`src/rtl/serial_subtractor_ctrl_pkg.sv`:
```
// Shared types for the bit-serial subtractor controller: FSM state type and
// its encoding constants.
package serial_sub_pkg;

  localparam logic [1:0] ST_IDLE = 2'd0;
  localparam logic [1:0] ST_RUN  = 2'd1;
  localparam logic [1:0] ST_DONE = 2'd2;

  typedef enum logic [1:0] {
    IDLE = ST_IDLE,
    RUN  = ST_RUN,
    DONE = ST_DONE
  } sub_state_t;

endpackage

```
`src/rtl/serial_subtractor_ctrl_if.sv`:
```
// Request/result handshake between a requester and the bit-serial subtractor.
interface serial_subtractor_ctrl_if #(
  parameter int WIDTH = 8
);

  logic             start;
  logic [WIDTH-1:0] a_in;
  logic [WIDTH-1:0] b_in;
  logic             borrow_in;
  logic             busy;
  logic             done;
  logic [WIDTH-1:0] diff_out;
  logic             borrow_out;

  modport master (
    output start, a_in, b_in, borrow_in,
    input  busy, done, diff_out, borrow_out
  );

  modport slave (
    input  start, a_in, b_in, borrow_in,
    output busy, done, diff_out, borrow_out
  );

endinterface

```
`src/rtl/serial_subtractor_ctrl_full_subtractor.sv`:
```
// One-bit full subtractor cell: diff = a - b - c, borrow set when that underflows.
module full_subtractor (
  input  logic a,
  input  logic b,
  input  logic c,
  output logic diff,
  output logic borrow
);

  assign diff   = a ^ b ^ c;
  assign borrow = (~a & b) | (~a & c) | (b & c);

endmodule

```
`src/rtl/serial_subtractor_ctrl.sv`:
```
// Bit-serial WIDTH-bit subtractor: one full_subtractor cell sequenced LSB first,
// with a registered borrow between bits and a start/busy/done handshake.
module serial_subtractor_ctrl
  import serial_sub_pkg::*;
#(
  parameter int WIDTH = 8
) (
  input  logic                     clk,
  input  logic                     rst_n,
  serial_subtractor_ctrl_if.slave  sub
);

  localparam int                CNT_W    = $clog2(WIDTH + 1);
  localparam logic [CNT_W-1:0]  CNT_ONE  = CNT_W'(1);
  localparam logic [CNT_W-1:0]  CNT_LAST = CNT_W'(WIDTH - 1);

  sub_state_t       state_r;
  sub_state_t       state_nxt_s;
  logic [WIDTH-1:0] a_sh_r;
  logic [WIDTH-1:0] b_sh_r;
  logic [WIDTH-1:0] res_r;
  logic [WIDTH-1:0] res_nxt_s;
  logic             borrow_r;
  logic [CNT_W-1:0] cnt_r;
  logic [WIDTH-1:0] diff_r;
  logic             borrow_out_r;
  logic             cell_diff_s;
  logic             cell_borrow_s;
  logic             last_s;
  logic             busy_s;
  logic             done_s;

  full_subtractor u_cell (
    .a      (a_sh_r[0]),
    .b      (b_sh_r[0]),
    .c      (borrow_r),
    .diff   (cell_diff_s),
    .borrow (cell_borrow_s)
  );

  assign last_s = (cnt_r == CNT_LAST);

  // A single-bit result has nothing to shift down, so it is just the cell output.
  if (WIDTH == 1) begin : g_res_one
    assign res_nxt_s = cell_diff_s;
  end else begin : g_res_multi
    assign res_nxt_s = {cell_diff_s, res_r[WIDTH-1:1]};
  end

  // FSM state register
  always_ff @(posedge clk or negedge rst_n) begin
    if (!rst_n) begin
      state_r <= IDLE;
    end else begin
      state_r <= state_nxt_s;
    end
  end

  // FSM next-state logic
  always_comb begin
    state_nxt_s = state_r;
    case (state_r)
      IDLE: begin
        if (sub.start) begin
          state_nxt_s = RUN;
        end else begin
          state_nxt_s = IDLE;
        end
      end
      RUN: begin
        if (last_s) begin
          state_nxt_s = DONE;
        end else begin
          state_nxt_s = RUN;
        end
      end
      DONE:    state_nxt_s = IDLE;
      default: state_nxt_s = IDLE;
    endcase
  end

  // FSM output decode from the registered state
  always_comb begin
    busy_s = 1'b0;
    done_s = 1'b0;
    case (state_r)
      RUN:     busy_s = 1'b1;
      DONE:    done_s = 1'b1;
      default: begin
        busy_s = 1'b0;
        done_s = 1'b0;
      end
    endcase
  end

  // Operand shifters, borrow chain, bit counter and result registers
  always_ff @(posedge clk or negedge rst_n) begin
    if (!rst_n) begin
      a_sh_r       <= '0;
      b_sh_r       <= '0;
      res_r        <= '0;
      borrow_r     <= 1'b0;
      cnt_r        <= '0;
      diff_r       <= '0;
      borrow_out_r <= 1'b0;
    end else begin
      case (state_r)
        IDLE: begin
          if (sub.start) begin
            a_sh_r   <= sub.a_in;
            b_sh_r   <= sub.b_in;
            borrow_r <= sub.borrow_in;
            cnt_r    <= '0;
            res_r    <= '0;
          end
        end
        RUN: begin
          res_r    <= res_nxt_s;
          a_sh_r   <= a_sh_r >> 1'b1;
          b_sh_r   <= b_sh_r >> 1'b1;
          borrow_r <= cell_borrow_s;
          cnt_r    <= cnt_r + CNT_ONE;
          // Published outputs only move on completion and hold through later runs.
          if (last_s) begin
            diff_r       <= res_nxt_s;
            borrow_out_r <= cell_borrow_s;
          end
        end
        default: begin
          cnt_r <= cnt_r;
        end
      endcase
    end
  end

  assign sub.busy       = busy_s;
  assign sub.done       = done_s;
  assign sub.diff_out   = diff_r;
  assign sub.borrow_out = borrow_out_r;

endmodule

```
`src/flat_wrapper.sv`:
```
// flat-port wrapper written by rule: the top's interface ports become plain ports
module serial_subtractor_ctrl_flat import serial_sub_pkg::*;
#(
  parameter int WIDTH = 8
)
  (clk, rst_n, sub_start, sub_a_in, sub_b_in, sub_borrow_in, sub_busy, sub_done, sub_diff_out, sub_borrow_out);
  serial_subtractor_ctrl_if #(.WIDTH(WIDTH)) sub_i ();
  input  logic clk;
  input  logic rst_n;
  input wire logic [$bits(sub_i.start)-1:0] sub_start;
  input wire logic [$bits(sub_i.a_in)-1:0] sub_a_in;
  input wire logic [$bits(sub_i.b_in)-1:0] sub_b_in;
  input wire logic [$bits(sub_i.borrow_in)-1:0] sub_borrow_in;
  output wire logic [$bits(sub_i.busy)-1:0] sub_busy;
  output wire logic [$bits(sub_i.done)-1:0] sub_done;
  output wire logic [$bits(sub_i.diff_out)-1:0] sub_diff_out;
  output wire logic [$bits(sub_i.borrow_out)-1:0] sub_borrow_out;
  assign sub_i.start = sub_start;
  assign sub_i.a_in = sub_a_in;
  assign sub_i.b_in = sub_b_in;
  assign sub_i.borrow_in = sub_borrow_in;
  assign sub_busy = sub_i.busy;
  assign sub_done = sub_i.done;
  assign sub_diff_out = sub_i.diff_out;
  assign sub_borrow_out = sub_i.borrow_out;
  serial_subtractor_ctrl #(.WIDTH(WIDTH)) u_core (.clk(clk), .rst_n(rst_n), .sub(sub_i));
endmodule
```
`config.mk`:
```
export PLATFORM = sky130hd
export DESIGN_NAME = serial_subtractor_ctrl_flat
export DESIGN_NICKNAME = d
export VERILOG_FILES = /design/src/rtl/serial_subtractor_ctrl_pkg.sv /design/src/rtl/serial_subtractor_ctrl_if.sv /design/src/rtl/serial_subtractor_ctrl_full_subtractor.sv /design/src/rtl/serial_subtractor_ctrl.sv /design/src/flat_wrapper.sv
export SDC_FILE = /design/constraint.sdc
export NUM_CORES = 1
export LEC_CHECK = 0
export BUFFER_PORTS_ARGS = -buffer_cell sky130_fd_sc_hd__buf_2
export CORE_ASPECT_RATIO = 2
export CORE_MARGIN = 2
export CORE_UTILIZATION = 48
export DETAILED_ROUTE_END_ITERATION = 8
export GPL_TIMING_DRIVEN = 0
export PLACE_DENSITY_LB_ADDON = 0.25
export SLEW_MARGIN = 20
export SYNTH_ARGS = -nofsm -noshare
export SYNTH_HDL_FRONTEND = slang
export SYNTH_SLANG_ARGS = --single-unit
export TNS_END_PERCENT = 1
```
`constraint.sdc`:
```
create_clock -name clk -period 1.4 [get_ports clk]
set_input_delay 0.14 -clock clk [delete_from_list [all_inputs] [get_ports clk]]
set_output_delay 0.14 -clock clk [all_outputs]
set_load 0.01 [all_outputs]
```
Word-level counts from Yosys, hierarchy flattened
Index checks and enable logic that the tools add are counted.
Widths: inputs -> output; s select.
- flip-flop bits (word level): 40
- bits of input ports: 20
- output and inout bits: 11
- logic and storage cells: 40
- $add $sub $neg: 1
- equal/unequal tests: 4
- muxes and demuxes: 15
- bitwise operators: 8
- reduce and logical (&&, ||, !) cells: 4
- operators by type and width (operator ; count):
    $pmux 8 s2 ; 3
    $mux 8 ; 3
    $pmux 4 s2 ; 1
    $add 4x1->4 const B ; 1
    $eq 4x3->1 const B ; 1
    $mux 1 ; 4
    $mux 4 ; 1
    $pmux 2 s2 ; 1
    $reduce_and 2->1 ; 2
    $and 1x1->1 ; 3
    $eq 2x1->1 const B ; 1
    $eq 2x2->1 const B ; 1
    $logic_not 2->1 ; 1
    $mux 2 ; 1
    $ne 2x2->1 const B ; 1
    $or 1x1->1 ; 2
    $pmux 1 s2 ; 1
    $reduce_bool 2->1 ; 1
    $xor 1x1->1 ; 2
    $not 1->1 ; 1

Logic depth before layout (Yosys ltp)
Gate-level depths: netlist of the first run.
- word-level depth: 5
- depth in mapped cells: 6
- depth with buffers taken out: 4

Modules after synthesis
A second synthesis of the first run with hierarchy kept.
- cells, all modules: 153
- area total of the unflattened synthesis: 1621.6 um2
- by module, submodules not included (module ; times used ; cells an instance ; area each (um2) ; seq. area each (um2)):
    serial_subtractor_ctrl ; 1 ; 150 ; 1594.0 ; 975.9
    full_subtractor ; 1 ; 3 ; 27.5 ; 0.0

Worst setup path before layout of the first run
No wires, ideal clock.
- path type: register to register
- start point: reg u_core.state_r[1]
- end point: reg u_core.borrow_out_r (netlist: u_core.sub.borrow_out)
- library setup time: 0.125 ns
- data arrival time: 1.390 ns
- data required time: 1.275 ns
- slack: -0.115 ns
- stages on the path, launching flop included: 5
- path buffers: 1
- clock period less this slack: 1.515 ns
- cells stage by stage: dfrtp_1 nand2b_1 buf_6 nor3_4 mux2_2
- cells in the longest elaborated chain, start to end: 2
- ends and longest elaborated chain (item ; line ; RTL):
    start: declaration ; serial_subtractor_ctrl.sv:17 ; sub_state_t state_r;
    start signal: assignment ; serial_subtractor_ctrl.sv:55 ; state_r <= state_nxt_s;
    $eq 2x1->1 ; serial_subtractor_ctrl.sv:107 ; case (state_r)
    $reduce_and 2->1 (no source line) ; n/a ;
    end signal: assignment ; serial_subtractor_ctrl.sv:126 ; borrow_out_r <= cell_borrow_s;
    end: declaration ; serial_subtractor_ctrl.sv:26 ; logic borrow_out_r;
Every way passes these cells.
A chain may end at the register's enable or synchronous reset.

Worst setup path in the final report of the first run
- start point: reg u_core.cnt_r[1]
- end point: reg u_core.diff_r[0] (netlist: u_core.sub.diff_out[0])
- cells in the longest elaborated chain, start to end: 2
- ends and longest elaborated chain (item ; line ; RTL):
    start: declaration ; serial_subtractor_ctrl.sv:24 ; logic [CNT_W-1:0] cnt_r;
    start signal: assignment ; serial_subtractor_ctrl.sv:122 ; cnt_r <= cnt_r + CNT_ONE;
    start signal: assignment ; serial_subtractor_ctrl.sv:130 ; cnt_r <= cnt_r;
    $eq 4x3->1 ; serial_subtractor_ctrl.sv:41 ; assign last_s = (cnt_r == CNT_LAST);
    $reduce_and 2->1 (no source line) ; n/a ;
    end signal: assignment ; serial_subtractor_ctrl.sv:125 ; diff_r <= res_nxt_s;
    end: declaration ; serial_subtractor_ctrl.sv:25 ; logic [WIDTH-1:0] diff_r;
Every way passes these cells.

==> impl_metrics.csv, run 1 <==
group,metric,value,unit
sta,rsz0062_at_grt,"yes",
clock_network,cts_tree,"yes",
global_routing,antenna_found_initial,0,
finish,areaGrowthSynthToFinish,30.1,%
critical_path,path_delay_family,"flip-flops",
run_status,status,"finished, violations left",
sta,fmax,678,MHz
global_routing,first_global_vias,1317,
synth,syn_area,0.00163,mm^2
synth,synth.area.top_cells,"dfrtp_1, nand2_1, a22oi_1, mux2_2, nand3_1",
routing,via_per_inst,5.60,
pwr,powerDensity,2370,mW/mm^2
sta,setup_slack,-0.0755,ns
critical_path,reg2reg_to,"u_core.sub.diff_out[0]",
global_routing,grtUsageTotal,19.2,%
min_path,hold_start,"sub_a_in[7]",
finish,antennaDiodeCount,0,
finish,fin_cells,229,
sta,finalCritPeriodShare,105,%
critical_path,crit_type,"reg -> reg",
pwr,max-vdd-ir-drop,1370,uV
critical_path,worst-path-buf-inv,1,
synth,async_flop_share,100,%
critical_path,cp.required,1.57,ns
min_path,hp-class,"in -> reg",
routing,route.met2.wl,1.91,mm
sta,hold_violations,0,
critical_path,worstPathArrival,1.65,ns
min_path,worstHoldPathCells,3,
routing,drt-total-wl,3.40,mm
die,fp.coreArea,0.00319,mm^2
sta,fin_skew,0.00832,ns
sta,slew_violations,0,
routing,ant_nets,0,
synth,synth_edf_count,0,
placed_design,portBuffers,30,
placed_design,post-dp-hpwl,2.31,mm
pwr,p_total,0.00502,W
sta,slew_headroom,43.4,%
placed_design,place_congestion,0.778,
routing,post_drt_wl_per_cell,14.8,um
sta,fin_setup_tns,-0.573,ns
min_path,holdPathEnd,"u_core.a_sh_r[7]",
synth,syn_avg_cell_area,10.8,um^2
synth,ys_seq_area_share,60.0,%
synth,syn_inst,151,
global_routing,overflow,0,
synth,ys_types,25,
clock_network,worstSkewPairLatency,0.29,ns
clock_network,clk_path_buf_depth,2,
die,die_y,86.3,um
die,core.rowCount,29,
synth,yosysWarnings,0,
routing,dr_total_vias,1282,
die,start_util,50.9,%
critical_path,r2r_slack,-0.08,ns
routing,met1Wirelength,1.26,mm
routing,highest-signal-layer,"met4",
clock_network,cts.sinks,39,
sta,post-route-min-period,1.48,ns
sta,worst_slew_pin_slew,0.849,ns
routing,drt_pass1_iterations,4,
critical_path,critPathMaxFanout,9,
sta,setup_violations,10,
clock_network,path_clk_slew,0.08,ns
critical_path,r2r_start,"u_core.cnt_r[1]",
clock_network,cts_max_level,2,
critical_path,cp_slowest_stage_delay,0.43,ns
global_routing,grt_pass1_wl,5.61,mm
synth,synth_top_area_share,60.0,%
die,die_w,45.1,um
die,ios,31,
finish,filler_cell_count,261,
routing,wl_met3,151,um
clock_network,cts_buffers,5,
synth,synthFlopType,"dfrtp_1",
synth,syn_nets,173,
critical_path,crit_path_end_kind,"flop",
run_status,failed_checks,"setup timing",
die,die_area,0.00390,mm^2
critical_path,critPathLaunchType,"flop",
routing,drt_iter0_drc,39,
flow_run,drv_cap,0,
placed_design,dp.cells,212,
placed_design,dpl_worst_slack,-0.279,ns
finish,finalNetCount,219,
critical_path,path_cells,"ha_4, nand2_2, nor3_4, buf_12, mux2_2",
synth,yosys_register_bits,39,
critical_path,crit_slowest_cell,"dfrtp_1",
routing,drc_errors,0,
clock_network,cts_root_buf,"clkbuf_8",
finish,drive_gt1_share,36.4,%
pwr,leakage,1.07,nW
critical_path,reg2reg_depth,5,
synth,yosysTopAreaCell,"dfrtp_1",
global_routing,grt_max_degree,40,
==> cell families (layout without fill, tap and decap cells) <==
| kind of cell | after synthesis | after routing | share of synthesized area, % |
|---|---|---|---|
| and+or+nand+nor | 66 | 66 | 18.3 |
| DFF | 39 | 39 | 60.0 |
| AOI/OAI and AO/OA | 23 | 23 | 9.62 |
| buffers and inverters | 11 | 58 | 3.23 |
| muxes | 10 | 10 | 6.77 |
| adders and majority gates | 2 | 2 | 2.00 |
==> layout by cell type, fill, tap and decap left out, types with 2 or more instances in the layout <==
master	count
dfrtp_1	38
mux2i_1	2
nand3_1	10
mux2_2	7
clkbuf_8	6
o21ai_0	4
buf_2	29
inv_1	2
clkinvlp_4	2
a22oi_1	11
nor2_1	2
nand2_1	45
buf_4	10
o22ai_1	3
bufinv_16	2
buf_6	3
nor3_1	2
==> state kept, by name, summed over array words and instances (netlist names) <==
register and count:
u_core.borrow_r 1, u_core.a_sh_r 8, u_core.sub.borrow_out 1, u_core.sub.diff_out 8, u_core.cnt_r 4, u_core.state_r 2, u_core.b_sh_r 8, u_core.res_r 7
==> area by class of cell <==
type / instances / area [um^2] / area share, %
flip-flops and latches: 39 / 977 / 46.2
multi-input cells: 101 / 641 / 30.3
repair buffers: 41 / 258 / 12.2
clock buffers: 5 / 68.8 / 3.25
clock inverters: 3 / 67.6 / 3.20
plain buffers: 6 / 48.8 / 2.31
well taps: 31 / 38.8 / 1.83
inverters: 3 / 15.0 / 0.710
==> power by group <==
| part | switching (W) | internal, W | leakage (nW) |
|---|---|---|---|
| Combinational | 0.000985 | 0.000960 | 0.512 |
| Clock | 0.000397 | 0.000711 | 0.0644 |
| Sequential | 0.000341 | 0.00162 | 0.495 |
==> cells in the mapped netlist (2+ instances only) <==
cell type / instances
a21oi_1: 2
a22oi_1: 12
buf_2: 3
clkbuf_1: 4
dfrtp_1: 39
inv_1: 3
mux2_2: 8
mux2i_1: 2
nand2_1: 46
nand3_1: 10
nor2_1: 2
nor3_1: 2
o21ai_0: 4
o22ai_1: 3
==> how the worst max path moves through the flow <==
stage / endpoint / startpoint / cells past startpoint / slack [ns]
floorplan: u_core.sub.borrow_out / u_core.cnt_r[0] / 4 / -0.08
global placement: u_core.sub.borrow_out / u_core.cnt_r[0] / 4 / -0.25
detailed placement: u_core.sub.borrow_out / u_core.cnt_r[0] / 4 / -0.28
CTS: u_core.sub.diff_out[5] / u_core.cnt_r[0] / 5 / -0.05
global route: u_core.sub.diff_out[2] / u_core.cnt_r[1] / 5 / -0.13
finish: u_core.sub.diff_out[0] / u_core.cnt_r[1] / 5 / -0.08
==> what timing repair did <==
item	in CTS	in global routing
buffers inserted	7	3
resized for setup	16	5
hold endpoints to repair	39	0
setup endpoints to repair	31	32
pin swaps	4	1
hold buffers	1	0
==> metrics by stage <==
| stage | util [%] | hold slack, ns | cell area [um^2] |
|---|---|---|---|
| 2_1_floorplan | - | -0.156 | 1630 |
| 3_3_place_gp | 56.8 | 0.279 | 1810 |
| 3_5_place_dp | 56.8 | 0.296 | 1810 |
| 4_1_cts | 64.7 | 0.0348 | 2070 |
| 5_1_grt | 66.2 | 0.0437 | 2110 |
| 6_report | 66.2 | 0.0464 | 2110 |
==> layer usage <==
metal | vias to the layer above | track usage (%)
li1 | 606 | -
met1 | 625 | 19.7
met2 | 43 | 35.1
met3 | 8 | 4.17
met4 | 0 | 8.29
met5 | - | 0
==> worst reg2reg max path: cells and delay by family, from the launching register on <==
family	cells	cell delay, ns
mux	1	0.32
buf+inv	1	0.16
fa+ha+maj	1	0.18
simple gates	2	0.26
flops	1	0.43
(Power assumes the default switching activity.)
==> run 2: changes to the inputs <==
--- a/config.mk
+++ b/config.mk
@@ -5,10 +5,11 @@
 export SDC_FILE = /design/constraint.sdc
 export NUM_CORES = 1
 export LEC_CHECK = 0
+export ABC_AREA = 1
 export BUFFER_PORTS_ARGS = -buffer_cell sky130_fd_sc_hd__buf_2
 export CORE_ASPECT_RATIO = 2
 export CORE_MARGIN = 2
-export CORE_UTILIZATION = 48
+export CORE_UTILIZATION = 49
 export DETAILED_ROUTE_END_ITERATION = 8
 export GPL_TIMING_DRIVEN = 0
 export PLACE_DENSITY_LB_ADDON = 0.25
==> run 2 against run 1 <==
Against the previous run: the run now ends clean; die area grew 5.1%; highest routed layer unchanged; critical endpoint is now sub_busy; sequential cell count is the same; critical path type is now reg -> out; synthesized area grew 7.7%.
==> impl_metrics.csv, run 2 <==
group,metric,value,unit
run_status,status,"complete, no violations",
routing,dr_total_vias,1368,
synth,ys_types,17,
routing,route.met2.wl,1.84,mm
synth,syn_inst,198,
routing,post_drt_wl_per_cell,12.5,um
synth,yosys_register_bits,39,
critical_path,cp_slowest_stage_delay,0.42,ns
pwr,p_comb_share,39.7,%
die,fp.coreArea,0.00342,mm^2
finish,areaGrowthSynthToFinish,16.3,%
routing,drt_pass1_iterations,4,
synth,syn_nets,220,
global_routing,overflow,0,
pwr,swShare,38.9,%
synth,synth.area.top_cells,"dfrtp_1, nand2_1, nand3_1, buf_6, o21ai_0",
routing,wl_met3,120,um
placed_design,dp.cells,275,
pwr,p_seq_share,44.3,%
synth,synth_xor_area_share,0,%
synth,syn_avg_cell_area,8.84,um^2
synth,syn_area,0.00175,mm^2
critical_path,crit_path_end_kind,"primary output",
sta,slew_violations,0,
finish,final_common_cell,"nand2_1",
sta,rsz0062_at_grt,"no",
clock_network,cts.sinks,39,
clock_network,cts_root_buf,"clkbuf_8",
critical_path,crit_slowest_cell,"dfrtp_1",
synth,muxShareOfSynthArea,0,%
routing,drt-total-wl,3.51,mm
pwr,leakage,1.08,nW
finish,fin_cells,281,
sta,worst_slew_pin_slew,0.848,ns
routing,drc_errors,0,
synth,synth_common_cells,"nand2_1, dfrtp_1, nand3_1",
synth,synth_edf_count,0,
synth,synthFlopType,"dfrtp_1",
synth,synth_simple_gate_area_share,32.1,%
die,start_util,51.2,%
pwr,p_int,0.00262,W
synth,yosysMostFrequentCell,"nand2_1",
clock_network,clk_path_buf_depth,2,
clock_network,post-cts-setup-buffer-count,0,
routing,ant_nets,0,
synth,synth_top_family_by_area,"simple AND/OR/NAND/NOR gates",
die,die_y,88.5,um
critical_path,critPathLaunchType,"flop",
routing,drt_iter0_drc,23,
critical_path,path_delay_family,"buffers and inverters",
sta,hold_violations,0,
sta,fin_skew,0.00847,ns
placed_design,place_congestion,0.765,
global_routing,first_global_vias,1310,
die,ios,31,
flow_run,drv_cap,0,
synth,ys_seq_area_share,55.8,%
clock_network,worstSkewPairLatency,0.29,ns
global_routing,grt_max_degree,40,
synth,yosys.area_share.adder,1.86,%
pwr,powerDensity,2100,mW/mm^2
critical_path,worst-path-buf-inv,3,
die,die_area,0.00410,mm^2
min_path,hp-class,"in -> reg",
critical_path,path_cells,"inv_2, nand2_4, inv_4, buf_2",
sta,fmax,743,MHz
synth,yosysWarnings,0,
critical_path,crit_type,"reg -> out",
die,die_w,46.3,um
clock_network,path_clk_slew,0.07,ns
sta,slew_headroom,43.5,%
pwr,max-vdd-ir-drop,1020,uV
placed_design,post-dp-hpwl,2.58,mm
critical_path,critPathMaxFanout,11,
finish,antennaDiodeCount,0,
finish,mostFrequentLayoutCells,"nand2_1, dfrtp_1, nand3_1, buf_2, o21ai_0",
placed_design,portBuffers,29,
pwr,p_switching,0.00167,W
critical_path,worstPathArrival,1.21,ns
critical_path,cp.required,1.26,ns
finish,drive_gt1_share,21.9,%
sta,finalCritPeriodShare,96.2,%
routing,via_per_inst,4.87,
pwr,power.share.clock,15.9,%
synth,yosysTopAreaCell,"dfrtp_1",
routing,met1Wirelength,1.46,mm
sta,whs,0.0885,ns
synth,synth_top_area_share,55.8,%
sta,setup_violations,0,
synth,async_flop_share,100,%
clock_network,cts_buffers,5,
die,core.rowCount,30,
routing,highest-signal-layer,"met4",
sta,fin_setup_tns,0,ns
clock_network,cts_max_level,2,
finish,finalNetCount,256,
synth,synth-compound-area-share,4.00,%
global_routing,antenna_found_initial,0,
clock_network,cts_tree,"yes",
sta,post-route-min-period,1.35,ns
global_routing,grt_pass1_wl,5.92,mm
global_routing,grtUsageTotal,20.3,%
==> run 2: area by class of cell <==
class                      instances  area (um^2)
inverter                           9         36.3
clock buffer                       6         72.6
fill                             339         1380
buffer                             8         71.3
timing repair buffer              30          155
multi-input combinational        141          664
sequential                        39          976
tap                               48         60.1
==> run 2: power groups by stage <==
stage	combinational, W	sequential [W]	clock, W
finish	0.00170	0.00190	0.000683
global route	0.00194	0.00196	0.000763
CTS	0.00174	0.00190	0.000703
detailed placement	0.00173	0.00192	0
global placement	0.00169	0.00190	0
floorplan	0.00120	0.00193	0
==> run 2: tightest hold or removal path, stage by stage <==
cell,delay [ns]
buf_2,0.07
nand3_1,0.07
nand2_1,0.06
==> run 2: through the flow <==
stage	cell area (um^2)	worst slack, ns	util, %	total power, W
floorplan	1750	0.255	-	0.00312
global placement	1960	0.118	57.3	0.00359
detailed placement	1960	0.126	57.3	0.00365
CTS	2040	0.0385	59.6	0.00434
global route	2040	0.00249	59.6	0.00466
finish	2040	0.0534	59.6	0.00428
==> run 2: what timing repair did <==
action	CTS	global route
gates resized for setup	1	0
hold endpoints to repair	39	0
hold buffers	1	0
endpoints found under the setup margin	1	0
==> run 2: kinds of logic (layout without fill, tap and decap cells) <==
group                    count (synthesis)  count (layout)
flip-flops                              39              39
buffers and inverters                   18              53
adder cells (fa/ha/maj)                  2               2
AND/OR/NAND/NOR                        128             128
AO/OA/AOI/OAI                           11              11
==> run 2: metal layers <==
metal  global-route usage (%)  vias to the layer above
li1                         -                      700
met1                     23.5                      631
met2                     34.3                       31
met3                     4.29                        6
met4                     9.35                        0
met5                        0                        -
==> run 2: path summary, 6_finish.rpt <==
| check | startpoint | end | slack [ns] | cells past startpoint |
|---|---|---|---|---|
| max | u_core.state_r[1] | sub_busy | 0.05 | 4 |
| min reg2reg | u_core.res_r[6] | u_core.sub.diff_out[5] | 0.47 | 2 |
| min in group asynchronous | rst_n | u_core.sub.borrow_out | 0.49 | 2 |
| min | sub_a_in[7] | u_core.a_sh_r[7] | 0.09 | 3 |
| max in group asynchronous | rst_n | u_core.cnt_r[0] | 0.36 | 2 |
| max reg2reg | u_core.state_r[1] | u_core.sub.diff_out[2] | 0.11 | 7 |
==> run 3: changes to the inputs <==
--- a/config.mk
+++ b/config.mk
@@ -9,7 +9,7 @@
 export BUFFER_PORTS_ARGS = -buffer_cell sky130_fd_sc_hd__buf_2
 export CORE_ASPECT_RATIO = 2
 export CORE_MARGIN = 2
-export CORE_UTILIZATION = 49
+export CORE_UTILIZATION = 58
 export DETAILED_ROUTE_END_ITERATION = 8
 export GPL_TIMING_DRIVEN = 0
 export PLACE_DENSITY_LB_ADDON = 0.25
==> constraint.sdc (replaced) <==
create_clock -name clk -period 1.7 [get_ports clk]
set_input_delay 0.17 -clock clk [delete_from_list [all_inputs] [get_ports clk]]
set_output_delay 0.17 -clock clk [all_outputs]
set_load 0.01 [all_outputs]
==> run 3 against run 2 <==
Against the previous run: the run now ends with hold timing left; via count grew 1.4%; total power is 17% lower; sequential cell count stayed put; final cell count decreased by 6.4%; clock power down 15%; die area decreased by 15%; global-route usage up 3.8 points; critical path depth is 1 higher.
==> impl_metrics.csv, run 3 (synthesis gave the netlist of run 2 again) <==
group,metric,value,unit
clock_network,post_cts_resized,0,
min_path,hp-class,"in -> async",
run_status,failed_checks,"hold timing",
finish,mostFrequentLayoutCells,"nand2_1, dfrtp_1, buf_2",
critical_path,r2r_start,"u_core.cnt_r[0]",
placed_design,dp.cells,257,
routing,dr_total_vias,1387,
routing,via_per_inst,5.27,
run_status,status,"finished, violations left",
flow_run,drv_cap,0,
global_routing,grtUsageTotal,24.1,%
routing,drt-total-wl,3.51,mm
global_routing,first_global_vias,1363,
critical_path,reg2reg_depth,6,
global_routing,grt_pass1_wl,6.17,mm
finish,final_core_util,69.0,%
clock_network,path_clk_slew,0.07,ns
global_routing,grt_max_degree,40,
critical_path,crit_type,"reg -> out",
die,start_util,60.2,%
critical_path,critPathLaunchType,"flop",
clock_network,post-cts-setup-buffer-count,0,
finish,final_common_cell,"nand2_1",
pwr,power.share.clock,16.3,%
critical_path,worstPathArrival,1.39,ns
placed_design,place_congestion,0.740,
die,die_y,81.7,um
critical_path,reg2reg_to,"u_core.sub.diff_out[5]",
finish,finalNetCount,256,
critical_path,crit_path_end_kind,"primary output",
clock_network,ctsHoldBuffers,0,
routing,post_drt_wl_per_cell,13.3,um
routing,drc_errors,0,
sta,finalCritPeriodShare,91.6,%
routing,ant_nets,0,
pwr,p_seq_share,44.0,%
sta,post-route-min-period,1.56,ns
sta,fin_skew,0.00396,ns
clock_network,cts_root_buf,"clkbuf_8",
sta,slew_headroom,42.5,%
global_routing,antenna_found_initial,0,
clock_network,cts_buffers,5,
pwr,p_int,0.00216,W
critical_path,crit_slowest_cell,"dfrtp_1",
sta,fin_setup_tns,0,ns
clock_network,cts_max_level,2,
critical_path,path_cells,"inv_2, nand2_4, inv_2, buf_2, buf_2",
die,die_w,42.8,um
sta,setup_violations,0,
sta,setup_slack,0.143,ns
finish,drive_gt1_share,22.3,%
die,die_area,0.00350,mm^2
sta,hold_violations,33,
finish,areaGrowthSynthToFinish,14.6,%
die,core.rowCount,28,
pwr,swShare,39.1,%
die,ios,31,
finish,fin_cells,263,
clock_network,worstSkewPairLatency,0.29,ns
pwr,p_comb_share,39.6,%
sta,rsz0062_at_grt,"no",
routing,drt_iter0_drc,34,
pwr,powerDensity,1770,mW/mm^2
sta,whs,-0.0106,ns
placed_design,post-dp-hpwl,2.47,mm
placed_design,dpl_worst_slack,0.409,ns
clock_network,cts.sinks,39,
routing,drt_pass1_iterations,4,
critical_path,cp.required,1.53,ns
global_routing,overflow,0,
clock_network,clk_path_buf_depth,2,
die,fp.coreArea,0.00291,mm^2
sta,worst_slew_pin_slew,0.863,ns
critical_path,r2r_slack,0.41,ns
finish,filler_cell_count,242,
critical_path,critPathMaxFanout,10,
pwr,max-vdd-ir-drop,955,uV
pwr,leakage,1.08,nW
placed_design,portBuffers,29,
finish,antennaDiodeCount,0,
sta,fmax,642,MHz
critical_path,cp_slowest_stage_delay,0.42,ns
sta,slew_violations,0,
pwr,p_switching,0.00139,W
clock_network,cts_tree,"yes",
[run 3: cell type report]
class / instances / area, um^2 / area share (%)
inverters: 9 / 33.8 / 1.68
repair buffers: 29 / 145 / 7.24
clock buffers: 6 / 72.6 / 3.62
plain buffers: 9 / 76.3 / 3.81
flip-flops and latches: 39 / 976 / 48.7
multi-input cells: 141 / 664 / 33.1
well taps: 30 / 37.5 / 1.87
[run 3: how the worst max path moves through the flow]
stage | startpoint | to | slack [ns] | depth (start not counted)
2_1_floorplan | u_core.a_sh_r[0] | u_core.sub.diff_out[7] | 0.56 | 5
3_3_place_gp | u_core.cnt_r[0] | u_core.sub.borrow_out | 0.44 | 6
3_5_place_dp | u_core.cnt_r[0] | u_core.sub.diff_out[5] | 0.41 | 6
4_1_cts | u_core.state_r[1] | sub_busy | 0.14 | 5
5_1_grt | u_core.state_r[1] | sub_busy | 0.05 | 5
6_report | u_core.state_r[1] | sub_busy | 0.14 | 5
[run 3: metrics by stage]
stage | instance area (um^2) | total power (W)
after CTS | 2010 | 0.00359
after global routing | 2010 | 0.00386
after global placement | 1930 | 0.00295
after detailed placement | 1930 | 0.00300
final | 2010 | 0.00355
after floorplan | 1750 | 0.00257
[run 3: routing by layer]
metal	routed length, um	global-route usage [%]	part of all wire [%]
met1	1430	27.2	41
met2	1820	40.9	52
met3	133	4.18	3.8
met4	131	15.6	3.7
met5	0	0	0
[run 3: power by group through the flow]
stage                     sequential, W  clock, W  combinational, W
after floorplan                 0.00159         0          0.000987
after global placement          0.00156         0           0.00139
after detailed placement        0.00158         0           0.00143
after CTS                       0.00156  0.000589           0.00144
after global routing            0.00160  0.000612           0.00165
final                           0.00156  0.000580           0.00141
[run 3: worst max-delay path, delay by kind of cell (launching register included)]
kind,cells,cell delay (ns)
buf+inv,4,0.60
flops,1,0.42
simple gates,1,0.07
